## src/rtl/mac_output_serializer.sv

```systemverilog
// Splits 16-bit MAC results (plus overflow flag) into a low-then-high byte stream behind a small FIFO.
// Latency: first byte valid the cycle after the push. Backpressure: bytes hold on ready_in=0; full pushes are dropped (sticky drop_out).
// Optional parity output enabled by defining OUT_PARITY_EN.
module mac_output_serializer #(
    parameter int FIFO_DEPTH = 2
) (
    input  logic        clk,
    input  logic        rst,
    input  logic [15:0] result_in,
    input  logic        overflow_in,
    input  logic        result_valid_in,
    input  logic        ready_in,
    output logic [7:0]  data_out,
    output logic        byte_valid_out,
    output logic        byte_hi_out,
    output logic        ovf_out,
    output logic        full_out,
    output logic        drop_out
`ifdef OUT_PARITY_EN
    ,
    output logic        parity_out
`endif
);

    localparam int PTR_W = (FIFO_DEPTH > 2) ? $clog2(FIFO_DEPTH) : 1;
    localparam int CNT_W = $clog2(FIFO_DEPTH + 1);
    localparam logic [CNT_W-1:0] DEPTH_C  = CNT_W'(FIFO_DEPTH);
    localparam logic [PTR_W-1:0] PTR_LAST = PTR_W'(FIFO_DEPTH - 1);

    typedef enum logic [1:0] {IDLE, SEND_LO, SEND_HI} state_t;

    state_t            state, state_nxt;
    logic [16:0]       mem [FIFO_DEPTH];
    logic [PTR_W-1:0]  rd_ptr, wr_ptr, rd_ptr_nxt, wr_ptr_nxt;
    logic [CNT_W-1:0]  count, count_nxt, count_after_pop;
    logic [16:0]       head_nxt;
    logic              hs, pop, push, drop;
    logic [7:0]        data_nxt;
    logic              ovf_nxt;

    function automatic logic [PTR_W-1:0] ptr_inc(input logic [PTR_W-1:0] p);
        return (p == PTR_LAST) ? '0 : p + PTR_W'(1);
    endfunction

    assign hs   = byte_valid_out & ready_in;
    assign pop  = hs && (state == SEND_HI);
    assign push = result_valid_in && ((count != DEPTH_C) || pop);
    assign drop = result_valid_in && !push;

    always_comb begin
        count_after_pop = pop ? count - CNT_W'(1) : count;
        count_nxt       = count_after_pop + (push ? CNT_W'(1) : '0);
        rd_ptr_nxt      = pop  ? ptr_inc(rd_ptr) : rd_ptr;
        wr_ptr_nxt      = push ? ptr_inc(wr_ptr) : wr_ptr;
        // A word pushed into a FIFO that is empty after this edge's pop becomes the head directly.
        head_nxt        = (count_after_pop == '0) ? {overflow_in, result_in} : mem[rd_ptr_nxt];
    end

    always_comb begin
        state_nxt = state;
        data_nxt  = 8'h00;
        ovf_nxt   = 1'b0;
        case (state)
            IDLE:    if (push) state_nxt = SEND_LO;
            SEND_LO: if (hs)   state_nxt = SEND_HI;
            SEND_HI: if (hs)   state_nxt = ((count_after_pop != '0) || push) ? SEND_LO : IDLE;
            default:           state_nxt = IDLE;
        endcase
        case (state_nxt)
            SEND_LO: begin
                data_nxt = head_nxt[7:0];
                ovf_nxt  = head_nxt[16];
            end
            SEND_HI: begin
                data_nxt = head_nxt[15:8];
                ovf_nxt  = head_nxt[16];
            end
            default: begin
                data_nxt = 8'h00;
                ovf_nxt  = 1'b0;
            end
        endcase
    end

    always_ff @(posedge clk) begin
        if (push) mem[wr_ptr] <= {overflow_in, result_in};
    end

    // Outputs are registered from next-state values so they never see inputs combinationally.
    always_ff @(posedge clk or posedge rst) begin
        if (rst) begin
            state          <= IDLE;
            rd_ptr         <= '0;
            wr_ptr         <= '0;
            count          <= '0;
            data_out       <= 8'h00;
            byte_valid_out <= 1'b0;
            byte_hi_out    <= 1'b0;
            ovf_out        <= 1'b0;
            full_out       <= 1'b0;
            drop_out       <= 1'b0;
`ifdef OUT_PARITY_EN
            parity_out     <= 1'b0;
`endif
        end else begin
            state          <= state_nxt;
            rd_ptr         <= rd_ptr_nxt;
            wr_ptr         <= wr_ptr_nxt;
            count          <= count_nxt;
            data_out       <= data_nxt;
            byte_valid_out <= (state_nxt != IDLE);
            byte_hi_out    <= (state_nxt == SEND_HI);
            ovf_out        <= ovf_nxt;
            full_out       <= (count_nxt == DEPTH_C);
            drop_out       <= drop_out | drop;
`ifdef OUT_PARITY_EN
            parity_out     <= ^{data_nxt, ovf_nxt};
`endif
        end
    end

endmodule

```

## config.mk

```make
export PLATFORM = sky130hd
export DESIGN_NAME = mac_output_serializer
export DESIGN_NICKNAME = d
export VERILOG_FILES = /design/src/rtl/mac_output_serializer.sv
export SDC_FILE = /design/constraint.sdc
export NUM_CORES = 1
export LEC_CHECK = 0
export ABC_AREA = 0
export CORE_ASPECT_RATIO = 1.2
export CORE_MARGIN = 4
export CORE_UTILIZATION = 53
export DETAILED_ROUTE_END_ITERATION = 8
export PLACE_DENSITY = 0.78
export SETUP_SLACK_MARGIN = 0.15
export SLEW_MARGIN = 20
export SYNTH_ARGS = -nofsm -noshare
export SYNTH_HDL_FRONTEND = slang
export SYNTH_SLANG_ARGS = --single-unit
```

## constraint.sdc

```tcl
create_clock -name clk -period 2.68 [get_ports clk]
set_input_delay 0.268 -clock clk [delete_from_list [all_inputs] [get_ports clk]]
set_output_delay 0.268 -clock clk [all_outputs]
set_load 0.01 [all_outputs]
```

Yosys cells after proc, flatten, opt, wreduce, memory -nomap -nowiden
Memories as Yosys holds them, arrays and structs flattened.
Index checks and enable logic that the tools add are counted.
{ "classes": {"div": 0, "n_lt_le_gt_ge": 0, "n_bitwise": 2, "shifts": 0, "n_eq_ne": 6, "add_sub_neg": 4, "n_mul": 0, "mux": 15, "reduce_logical": 11} }
{ "op_table": {"columns": ["cell", "n"], "rows": [
  ["$mux W17", 1],
  ["$pmux W8 S2", 1],
  ["$mux W1", 8],
  ["$mux W2", 4],
  ["$eq A2 B2 Y1 const B", 3],
  ["$pmux W2 S3", 1],
  ["$eq A2 B1 Y1 const B", 2],
  ["$logic_not A2 Y1", 2],
  ["$reduce_bool A2 Y1", 2],
  ["$logic_and A1 B1 Y1", 3],
  ["$add A1 B1 Y1 const B", 2],
  ["$add A2 B1 Y2", 1],
  ["$logic_or A1 B1 Y1", 2],
  ["$ne A2 B2 Y1 const B", 1],
  ["$reduce_or A2 Y1", 1],
  ["$sub A2 B1 Y2 const B", 1],
  ["$and A1 B1 Y1", 1],
  ["$logic_not A1 Y1", 1],
  ["$or A1 B1 Y1", 1]
]} }
{ "totals": {"rom_bits": 0, "register_bits": 19, "out_inout_bits": 13, "ramBits": 34, "input_bits": 21, "word_cells": 49, "n_memories": 1, "latch_bits": 0} }
{ "memory_table": {"columns": ["name", "words", "width", "read_ports", "rd_clocked_by_memory_dff", "write_ports", "line", "text"], "rows": [
  ["mem", 2, 17, 1, 0, 1, "33", "logic [16:0] mem [FIFO_DEPTH];"]
]} }

Depth between registers and ports, before layout
Gate-level depths: netlist of run 1.
{ "depth": {"word_depth": 11, "mapped_depth": 11, "depth_no_buf": 10} }

Worst setup path before layout of run 1
No wires, ideal clock.
{ "synth_timing": {"path_type": "reg2reg", "start": "register count[0]", "end": "register data_out[0]", "setup_ns": 0.073, "stages_incl_launch_ff": 12, "t_arrival_ns": 2.277, "required_time_ns": 2.607, "period_less_slack_ns": 2.350, "setup_slack_ns": 0.330, "n_path_buf": 1, "path_cell_list": "dfrtp_1 -> inv_1 -> ha_1 -> nor2b_1 -> mux2i_4 -> nor2_1 -> o22a_2 -> ha_1 -> clkbuf_1 -> a22oi_1 -> mux2_4 -> a21oi_2"} }
{ "synth_between": {"elab_chain_cells": 9, "elab_cells_between_ends": 16, "classes_between": "add/sub: 1; eq/ne: 3; mux: 7; reduce/logical: 5"} }
{ "synth_lines": {"columns": ["element", "line", "text"], "rows": [
  ["from (decl)", "35", "logic [CNT_W-1:0] count, count_nxt, count_after_pop;"],
  ["from (signal assigned)", "109", "count <= count_nxt;"],
  ["$sub A2 B1 Y2 or $ne A2 B2 Y1 (tied branches)", "51, 47", null],
  ["$mux W2 or $logic_or A1 B1 Y1 (tied branches)", "51, 47", null],
  ["$reduce_bool A2 Y1 or $logic_and A1 B1 Y1 (tied branches)", "66, 47", null],
  ["$logic_or A1 B1 Y1", "66", "SEND_HI: if (hs) state_nxt = ((count_after_pop != '0) || push) ? SEND_LO : IDLE;"],
  ["$mux W1", "66", null],
  ["$mux W2", "66", null],
  ["$pmux W2 S3", "63", "case (state)"],
  ["$eq A2 B2 Y1 or $eq A2 B1 Y1 (tied branches)", "69", "case (state_nxt)"],
  ["$pmux W8 S2 *", "69", null],
  ["via data_nxt[0]", "38", "logic [7:0] data_nxt;"],
  ["to (signal assigned)", "110", "data_out <= data_nxt;"],
  ["to (decl)", "13", "output logic [7:0] data_out,"]
]} }
The timed path passes the listed nets; every way through them passes the cells marked *.
A chain may end at the register's enable or synchronous reset.

Worst setup path after layout of run 1
{ "layout_timing": {"start": "register count[0]", "end": "register data_out[1]"} }
The elaborated chain is that of the path after synthesis.

==> reports/qor.csv, run 1 <==
metric,value,unit
period_needed,2.31,ns
cp_slowest_cell,dfrtp_1,
clock-root-buffer,clkbuf_8,
crit_path_start_kind,flip-flop,
worst_pin_slew,0.773,ns
insertion_delay,0.29,ns
firstDrtPassIters,4,
num_vias,1346,
yosysTopAreaCell,edfxtp_1,
nNetsFinal,213,
crit_arrival,2.53,ns
grt_pass1_vias,1415,
finalCritPeriodShare,0.861,
ant_nets,0,
max_stage_delay,0.41,ns
netlist-cell-type-count,28,
port_buffers,33,
cap_violations,0,
drc,0,
gp_congestion,0.752,
maxSlewHeadroom,0.484,
ioPinCount,34,
initial_core_util,0.563,
status,completed,
clkTransAtPathRegs,0.09,ns
path_max_fanout,22,
fp-row-count,25,
grt_overflow_total,0,
slew_viol_final,0,
powerDensity,1170,nW/µm²
ys_ff_latch,53,
cts.sinks,53,
rsz0062_at_grt,no,
crit_required,2.90,ns
cpMostUsedCell,ha_1,
peakVddDrop,0.554,mV
antenna_found_initial,0,
grt_max_degree,25,
skew,0.00571,ns
hold_path.class,input port to async pin,
hold_violations,0,
yosys_warnings,0,
tns,0,ns
syn_nets,172,
synth_area,2270,µm²
synthToLayoutAreaGrowth,23.1,%
ctsLongestPathBuffers,2,
place_ws,0.244,ns
wirelength,4.11,mm
core_area,4040,µm²
vias_per_cell,5.59,
setup_viol,0,
cts-htree-levels,2,
grt_use_total,0.168,
drive_gt1_frac,0.187,
post_drt_wl_per_cell,17.1,µm
cts-buffers-inserted,5,
ys_top_cells_by_area,"edfxtp_1, dfrtp_1, a22oi_1",
path_class,flip-flop to flip-flop,
syn_avg_cell_area,15.7,µm²
post-dp-hpwl,2.75,mm
p_leak,1.09,nW
postCtsSetupBuffers,0,
fin_ws,0.373,ns
synth_top_area_share,0.449,
fp.dieW,67.8,µm
die_y,79.7,µm
grt_pass1_wl,6.60,mm
synth_seq_area_share,0.659,
dieArea,5400,µm²
postSynthCellCount,145,
worst_setup_path_end_kind,flip-flop,
fmax,433,MHz
n_antenna_cell,0,
tritoncts,built,
drt_iter0_markers,67,
crit_chain,inv_1 -> ha_1 -> nor2b_2 -> mux2i_4 -> nor2_1 -> o22a_2 -> ha_1 -> buf_12 -> a22oi_1 -> mux2_4 -> a21oi_2,
-- flip-flops by register name, summed over array words and instances (netlist names) --
| register | count |
|---|---|
| state | 2 |
| byte_hi_out | 1 |
| ovf_out | 1 |
| mem | 34 |
| full_out | 1 |
| rd_ptr | 1 |
| wr_ptr | 1 |
| byte_valid_out | 1 |
| count | 2 |
| data_out | 8 |
| drop_out | 1 |
-- synth_stat cells, drive strengths merged --
master  count
xor2        1
clkbuf      4
o22a        1
nand2       3
and3        1
o22ai       1
dfrtp      19
buf         1
nand3       1
edfxtp     34
o21a        1
mux2        8
a31o        1
xnor2       3
a21oi       9
ha          6
nand3b      1
nand4b      1
mux2i       3
nor2        4
a22o        8
inv         6
a22oi      17
nor2b       2
o21ai       9
-- per-layer routing --
layer	wire length, µm	share of wire	GRT usage
met1	1630	0.40	0.190
met2	2270	0.55	0.306
met3	197	0.048	0.0408
met4	14	0.0034	0.0477
met5	0	0	0
-- report_power, final --
part,total (W),switching [W],internal (W)
Combinational,0.00164,0.000845,0.000793
Sequential,0.00124,0.000111,0.00113
Clock,0.000411,0.000235,0.000176
Total,0.00329,0.00119,0.00210
-- cells by family after synthesis --
group / after synthesis / share of synthesized area
flops: 53 / 0.659
compound gates: 47 / 0.156
simple gates: 13 / 0.0358
buf+inv: 11 / 0.0215
mux: 11 / 0.0716
fa+ha+maj: 6 / 0.0330
xor+xnor: 4 / 0.0237
-- stage by stage --
stage                     area, µm²  total power, W   util  instances  hold slack, ns
after global placement         2710         0.00281  0.673        233           0.450
after floorplan                2270         0.00238      -        145           0.219
final                          2800         0.00329  0.693        241           0.416
after CTS                      2800         0.00331  0.693        241           0.437
after global routing           2800         0.00352  0.693        241           0.482
after detailed placement       2710         0.00289  0.673        233           0.455
-- cell usage in the layout, fill, tap and decap left out, types with 2 or more instances in the layout --
cell type	count
clkinv_1	2
xnor2_1	3
nand2_1	3
clkbuf_8	5
buf_12	2
a21oi_2	8
o21ai_0	8
nor2_1	4
buf_4	4
ha_1	6
edfxtp_1	34
mux2i_1	2
mux2_4	8
a22o_1	8
dfrtp_1	19
clkdlybuf4s50_1	33
a22oi_1	17
inv_1	6
-- repair_timing --
action                     CTS  global route
gates resized for setup      0             1
setup endpoints to repair    0             1
hold buffers                 0             0
-- critical path: cells and delay by family (launching register included) --
| kind | cells | cell delay [ns] |
|---|---|---|
| AND/OR/NAND/NOR | 2 | 0.30 |
| multiplexers | 2 | 0.36 |
| AO/OA/AOI/OAI | 3 | 0.42 |
| adder cells (fa/ha/maj) | 2 | 0.51 |
| flip-flops | 1 | 0.41 |
| buffers and inverters | 2 | 0.23 |
-- final cells by class --
| cell class | instances | area (µm²) |
|---|---|---|
| flip-flops and latches | 53 | 1500 |
| fillers | 270 | 1240 |
| multi-input cells | 81 | 729 |
| well taps | 54 | 67.6 |
| repair buffers | 39 | 400 |
| clock inverters | 3 | 12.5 |
| clock buffers | 5 | 68.8 |
| inverters | 6 | 22.5 |
-- path summary, 6_finish.rpt --
path	start	endpoint	slack, ns	cells past startpoint
setup / recovery	count[0]$_DFF_PP0_	data_out[1]$_DFF_PP0_	0.37	11
hold reg to reg	drop_out$_DFF_PP0_	drop_out$_DFF_PP0_	0.47	1
setup reg to reg	count[0]$_DFF_PP0_	data_out[1]$_DFF_PP0_	0.37	11
max in group asynchronous	rst	data_out[1]$_DFF_PP0_	1.78	2
hold / removal	rst	ovf_out$_DFF_PP0_	0.42	2
min in group clk	drop_out$_DFF_PP0_	drop_out$_DFF_PP0_	0.47	1
Note: power is estimated with default switching activity, not from simulation.
==> run 2: changes to the inputs <==
--- a/config.mk
+++ b/config.mk
@@ -6,11 +6,14 @@
 export NUM_CORES = 1
 export LEC_CHECK = 0
 export ABC_AREA = 0
+export CELL_PAD_IN_SITES_DETAIL_PLACEMENT = 1
+export CELL_PAD_IN_SITES_GLOBAL_PLACEMENT = 1
 export CORE_ASPECT_RATIO = 1.2
 export CORE_MARGIN = 4
-export CORE_UTILIZATION = 53
+export CORE_UTILIZATION = 51
 export DETAILED_ROUTE_END_ITERATION = 8
-export PLACE_DENSITY = 0.78
+export DONT_BUFFER_PORTS = 1
+export PLACE_DENSITY_LB_ADDON = 0.1
 export SETUP_SLACK_MARGIN = 0.15
 export SLEW_MARGIN = 20
 export SYNTH_ARGS = -nofsm -noshare
==> run 2 against run 1 <==
Clock skew about the same; sequential power hardly changed; via count is 9.2% lower; clock power grew 4%; the flow now finishes with violations (hold timing); sequential share of layout area rose by 7.3 points; largest cell class unchanged; critical path type unchanged; utilization fell by 12 points; first-iteration DRC count shrank 22%; critical endpoint is now data_out[4]$_DFF_PP0_; sequential cell count stayed put; cell count decreased by 13%.
==> reports/qor.csv, run 2 (synthesis results as in run 1) <==
metric,value,unit,change
grt_use_total,0.171,,+0.00276
final_cell_mix,"edfxtp_1, dfrtp_1, a22oi_1",,
p_leak,0.959,nW,-12%
r2r_start,count[0]$_DFF_PP0_,,
path_class,flip-flop to flip-flop,,
nFillCells,411,,+52%
firstDrtPassIters,4,,unchanged
regArea,1500,µm²,unchanged
initial_core_util,0.529,,-0.0340
r2r-end,data_out[4]$_DFF_PP0_,,
fp.dieW,68.9,µm,+1.7%
cts_hold_buf,0,,unchanged
fin_cells,209,,-13%
grt_pass1_vias,1403,,-0.85%
synthToLayoutAreaGrowth,8.42,%,
ioPinCount,34,,unchanged
final_common_cell,edfxtp_1,,
antenna_found_initial,0,,unchanged
peakVddDrop,0.507,mV,-8.4%
nNetsFinal,179,,-16%
post_drt_wl_per_cell,20.2,µm,+18%
drc,0,,unchanged
period_needed,2.34,ns,+0.0364 ns
clock-root-buffer,clkbuf_8,,
violations,hold timing,,
endpoint,data_out[4]$_DFF_PP0_,,
post-dp-hpwl,2.75,mm,+0.12%
wirelength,4.21,mm,+2.4%
dieArea,5590,µm²,+3.5%
tritoncts,built,,
skew,0.00542,ns,-0.000285 ns
multiInputGateArea,742,µm²,+1.7%
die_y,81.1,µm,+1.7%
largest_register_ffs,34,,unchanged
power,0.00316,W,-3.8%
path_max_fanout,21,,-4.5%
r2r_cells,11,,unchanged
rsz0062_at_grt,no,,
cts-buffers-inserted,5,,unchanged
dp.cells,201,,-14%
cp-startpoint,count[0]$_DFF_PP0_,,
insertion_delay,0.30,ns,about the same
grt_overflow_total,0,,unchanged
slew_viol_final,0,,unchanged
cap_violations,0,,unchanged
worst_pin_slew,0.781,ns,+0.00817 ns
status,"complete, but fails checks",,
crit_path_start_kind,flip-flop,,
n_antenna_cell,0,,unchanged
drt_iter0_markers,52,,-22%
grt_max_degree,25,,unchanged
ant_nets,0,,unchanged
port_buffers,0,,-100%
ctsLongestPathBuffers,2,,unchanged
postCtsSetupBuffers,0,,unchanged
cts-htree-levels,2,,unchanged
hold_violations,19,,+19
crit_required,2.92,ns,+0.02 ns
largest_register,mem,,
cts.sinks,53,,unchanged
vias_per_cell,5.85,,+4.7%
powerDensity,1280,nW/µm²,+9.3%
rrSetupSlack,0.34,ns,-0.04 ns
core_area,4290,µm²,+6.4%
hold_path.class,input port to async pin,,
finalCritPeriodShare,0.875,,+0.0136
gp_congestion,0.638,,-15%
fmax,427,MHz,-1.6%
reg.largest.list,"mem: 34 flops, data_out: 8 flops",,
grt_pass1_wl,6.89,mm,+4.3%
clkTransAtPathRegs,0.09,ns,about the same
maxSlewHeadroom,0.479,,-0.00545
worst_setup_path_end_kind,flip-flop,,
setup_viol,0,,unchanged
num_vias,1222,,-9.2%
whs,-0.0142,ns,-0.430 ns
fp-row-count,26,,+4.0%
drive_gt1_frac,0.235,,+0.0481
crit_arrival,2.58,ns,+0.05 ns
-- run 2: cell count changes in the layout (fill, tap and decap cells not counted), sizes merged --
cell,change
clkdlybuf4s50,-33
buf,-1
clkinv,-1
clkbuf,+1
-- run 2: worst max-delay path, cell delays in order (launching register included) --
cell and delay, ns:
dfrtp_1 0.41, inv_1 0.06, ha_1 0.32, nor2b_2 0.16
mux2i_4 0.08, nor2_1 0.13, o22a_2 0.18, ha_1 0.23
buf_12 0.18, a22oi_1 0.11, mux2_4 0.29, a21oi_2 0.13
-- run 2: cell type report --
cell class / count / share of cell area
Timing Repair Buffer: 5 / 0.0203
Clock buffer: 6 / 0.0295
Multi-Input combinational cell: 81 / 0.301
Tap cell: 56 / 0.0284
Inverter: 6 / 0.00914
Clock inverter: 2 / 0.00406
Sequential cell: 53 / 0.607
-- run 2: layer usage --
| metal | wire (µm) | part of all wire | track usage | up-vias |
|---|---|---|---|---|
| met5 | 0 | 0 | 0 | - |
| met4 | 65 | 0.015 | 0.0643 | 0 |
| met3 | 241 | 0.057 | 0.0470 | 7 |
| met2 | 2260 | 0.54 | 0.289 | 32 |
| met1 | 1640 | 0.39 | 0.203 | 618 |
| li1 | - | - | - | 565 |
-- run 2: power by group --
group | internal [W] | switching [W] | total (W) | leakage [nW]
registers | 0.00113 | 0.000147 | 0.00127 | 0.555
clock network | 0.000182 | 0.000248 | 0.000429 | 0.0450
logic | 0.000653 | 0.000805 | 0.00146 | 0.358
-- run 2: worst min-delay path by stage --
stage,end,from,slack (ns),cells after the start
finish,data_out[5]$_DFF_PP0_,rst,-0.01,1
global route,mem[0][0]$_DFFE_PP_,result_in[0],0.03,0
CTS,drop_out$_DFF_PP0_,rst,0.02,1
detailed placement,data_out[5]$_DFF_PP0_,rst,0.35,1
global placement,byte_hi_out$_DFF_PP0_,rst,0.34,1
floorplan,byte_hi_out$_DFF_PP0_,rst,0.22,1
-- run 2: what timing repair did --
| item | CTS | global route |
|---|---|---|
| resized for setup | 1 | 2 |
| endpoints found under the setup margin | 8 | 8 |
| pin swaps | 0 | 0 |
| hold endpoints to repair | 0 | 0 |
-- run 2: metrics by stage --
stage          worst slack, ns  instance area [µm²]   util  TNS [ns]  hold WS [ns]
2_1_floorplan            0.330                 2270      -         0         0.219
3_3_place_gp             0.143                 2370  0.551         0         0.336
3_5_place_dp           -0.0431                 2370  0.551    -0.127         0.352
4_1_cts                  0.233                 2450  0.571         0        0.0160
5_1_grt                  0.172                 2460  0.574         0        0.0318
6_report                 0.336                 2460  0.574         0       -0.0142
==> run 3: changes to the inputs <==
--- a/config.mk
+++ b/config.mk
@@ -6,11 +6,13 @@
 export NUM_CORES = 1
 export LEC_CHECK = 0
 export ABC_AREA = 0
+export CAP_MARGIN = 20
 export CELL_PAD_IN_SITES_DETAIL_PLACEMENT = 1
 export CELL_PAD_IN_SITES_GLOBAL_PLACEMENT = 1
 export CORE_ASPECT_RATIO = 1.2
 export CORE_MARGIN = 4
 export CORE_UTILIZATION = 51
+export CTS_CLUSTER_SIZE = 10
 export DETAILED_ROUTE_END_ITERATION = 8
 export DONT_BUFFER_PORTS = 1
 export PLACE_DENSITY_LB_ADDON = 0.1
==> constraint.sdc (replaced) <==
create_clock -name clk -period 2.68 [get_ports clk]
set_input_delay 0.536 -clock clk [delete_from_list [all_inputs] [get_ports clk]]
set_output_delay 0.536 -clock clk [all_outputs]
set_load 0.01 [all_outputs]
==> run 3 against run 2 <==
The run now ends clean; sequential share of layout area shrank 0.18 points; global-route usage is 0.25 points higher; register-to-register slack barely moved; hold slack gained 0.27 ns; wire length down 2.2%; largest cell class unchanged; final area up 0.30%; maximum frequency down 0.13%.
==> reports/qor.csv, run 3 (synthesis results as in run 1) <==
metric,value,unit,change
insertion_delay,0.30,ns,about the same
cap_violations,0,,unchanged
final_cell_mix,"edfxtp_1, dfrtp_1, a22oi_1",,
slew_viol_final,0,,unchanged
rrSetupSlack,0.33,ns,about the same
post_drt_wl_per_cell,19.7,µm,-2.2%
fin_util,0.575,,+0.00175
setup_viol,0,,unchanged
grt_overflow_total,0,,unchanged
fp.dieW,68.9,µm,unchanged
drive_gt1_frac,0.242,,+0.00654
antenna_found_initial,0,,unchanged
r2r_cells,11,,unchanged
p_comb_frac,0.457,,-0.004
pwr-share-seq,0.403,,about the same
rsz0062_at_grt,no,,
switching_power,0.00119,W,-0.51%
tns,0,ns,unchanged
cts.sinks,53,,unchanged
vias_per_cell,5.87,,+0.41%
dieArea,5590,µm²,unchanged
power.internal,0.00196,W,+0.12%
port_buffers,0,,unchanged
p_sw_frac,0.378,,-0.00149
p_clk_frac,0.140,,+0.004
cts-htree-levels,2,,unchanged
worst_setup_path_end_kind,flip-flop,,
num_vias,1227,,+0.41%
clock-root-buffer,clkbuf_8,,
nNetsFinal,179,,unchanged
grt_max_degree,25,,unchanged
final_common_cell,edfxtp_1,,
crit_path_start_kind,flip-flop,,
post-dp-hpwl,2.72,mm,-0.96%
p_leak,0.958,nW,about the same
hold_path.class,input port to async pin,,
maxSlewHeadroom,0.483,,+0.00368
largest_register,mem,,
ioPinCount,34,,unchanged
fmax,426,MHz,-0.13%
wirelength,4.12,mm,-2.2%
fp-row-count,26,,unchanged
path_class,flip-flop to flip-flop,,
ctsLongestPathBuffers,2,,unchanged
worst_pin_slew,0.775,ns,-0.00552 ns
firstDrtPassIters,4,,unchanged
period_needed,2.35,ns,+0.00316 ns
synthToLayoutAreaGrowth,8.76,%,
core_area,4290,µm²,unchanged
cts-buffers-inserted,5,,unchanged
tritoncts,built,,
grt_pass1_vias,1421,,+1.3%
crit_required,2.91,ns,about the same
finalCritPeriodShare,0.876,,+0.00118
status,completed,,
drc,0,,unchanged
grt_use_total,0.173,,+0.00250
peakVddDrop,0.502,mV,-1.0%
clkTransAtPathRegs,0.10,ns,about the same
crit_arrival,2.58,ns,about the same
initial_core_util,0.529,,unchanged
n_antenna_cell,0,,unchanged
hold_violations,0,,-19
path_max_fanout,21,,unchanged
reg.largest.list,"mem: 34 flops, data_out: 8 flops",,
postCtsSetupBuffers,0,,unchanged
gp_congestion,0.684,,+7.1%
drt_iter0_markers,53,,+1.9%
grt_pass1_wl,6.84,mm,-0.61%
largest_register_ffs,34,,unchanged
die_y,81.1,µm,unchanged
skew,0.00586,ns,+0.000438 ns
powerDensity,1280,nW/µm²,-0.42%
ant_nets,0,,unchanged
==> run 3: final timing paths <==
| kind | start | end |
|---|---|---|
| max | count[0]$_DFF_PP0_ | data_out[3]$_DFF_PP0_ |
| min | rst | state[0]$_DFF_PP0_ |
| max reg2reg | count[0]$_DFF_PP0_ | data_out[3]$_DFF_PP0_ |
| min reg2reg | wr_ptr$_DFFE_PP0N_ | wr_ptr$_DFFE_PP0N_ |
| max in group asynchronous | rst | data_out[3]$_DFF_PP0_ |
| min in group clk | overflow_in | mem[1][16]$_DFFE_PP_ |
==> run 3: final cells by class <==
cell class                      count  area (µm²)
Clock buffer                        5        68.8
Clock inverter                      3        21.3
Fill cell                         419        1820
Inverter                            6        22.5
Multi-Input combinational cell     81         742
Sequential cell                    53        1500
Tap cell                           56        70.1
Timing Repair Buffer                5        50.0
==> run 3: power groups by stage <==
stage,logic (W),clock network (W),registers (W)
floorplan,0.00111,0,0.00126
global placement,0.00136,0,0.00128
detailed placement,0.00142,0,0.00130
CTS,0.00143,0.000454,0.00128
global route,0.00162,0.000489,0.00130
finish,0.00144,0.000442,0.00127
==> run 3: timing repair <==
action | 4_1_cts | 5_1_grt
endpoints found under the setup margin | 8 | 8
gates resized for setup | 1 | 2
pin swaps | 0 | 0
hold buffers | 0 | 0
endpoints found under the hold margin | 0 | 0
==> run 3: metrics by stage <==
step / total power (W) / setup slack, ns / area (µm²) / instances / hold slack, ns
finish: 0.00316 / 0.333 / 2470 / 209 / 0.253
global route: 0.00341 / 0.174 / 2470 / 209 / 0.301
CTS: 0.00316 / 0.257 / 2460 / 209 / 0.282
global placement: 0.00264 / 0.137 / 2370 / 201 / 0.474
detailed placement: 0.00271 / -0.0162 / 2370 / 201 / 0.492
floorplan: 0.00238 / 0.325 / 2270 / 145 / 0.461
==> run 3: worst max-delay path, stage by stage (launching register included) <==
cell	delay [ns]
dfrtp_1	0.42
inv_1	0.06
ha_1	0.32
nor2b_2	0.15
mux2i_4	0.08
nor2_1	0.15
o22a_2	0.18
ha_1	0.21
buf_12	0.17
a22oi_1	0.11
mux2_4	0.28
a21oi_2	0.14
==> run 3: layer usage <==
metal | vias up | global-route usage | routed length, µm
li1 | 568 | - | -
met1 | 621 | 0.189 | 1540
met2 | 33 | 0.310 | 2300
met3 | 5 | 0.0512 | 223
met4 | 0 | 0.0624 | 59
met5 | - | 0 | 0
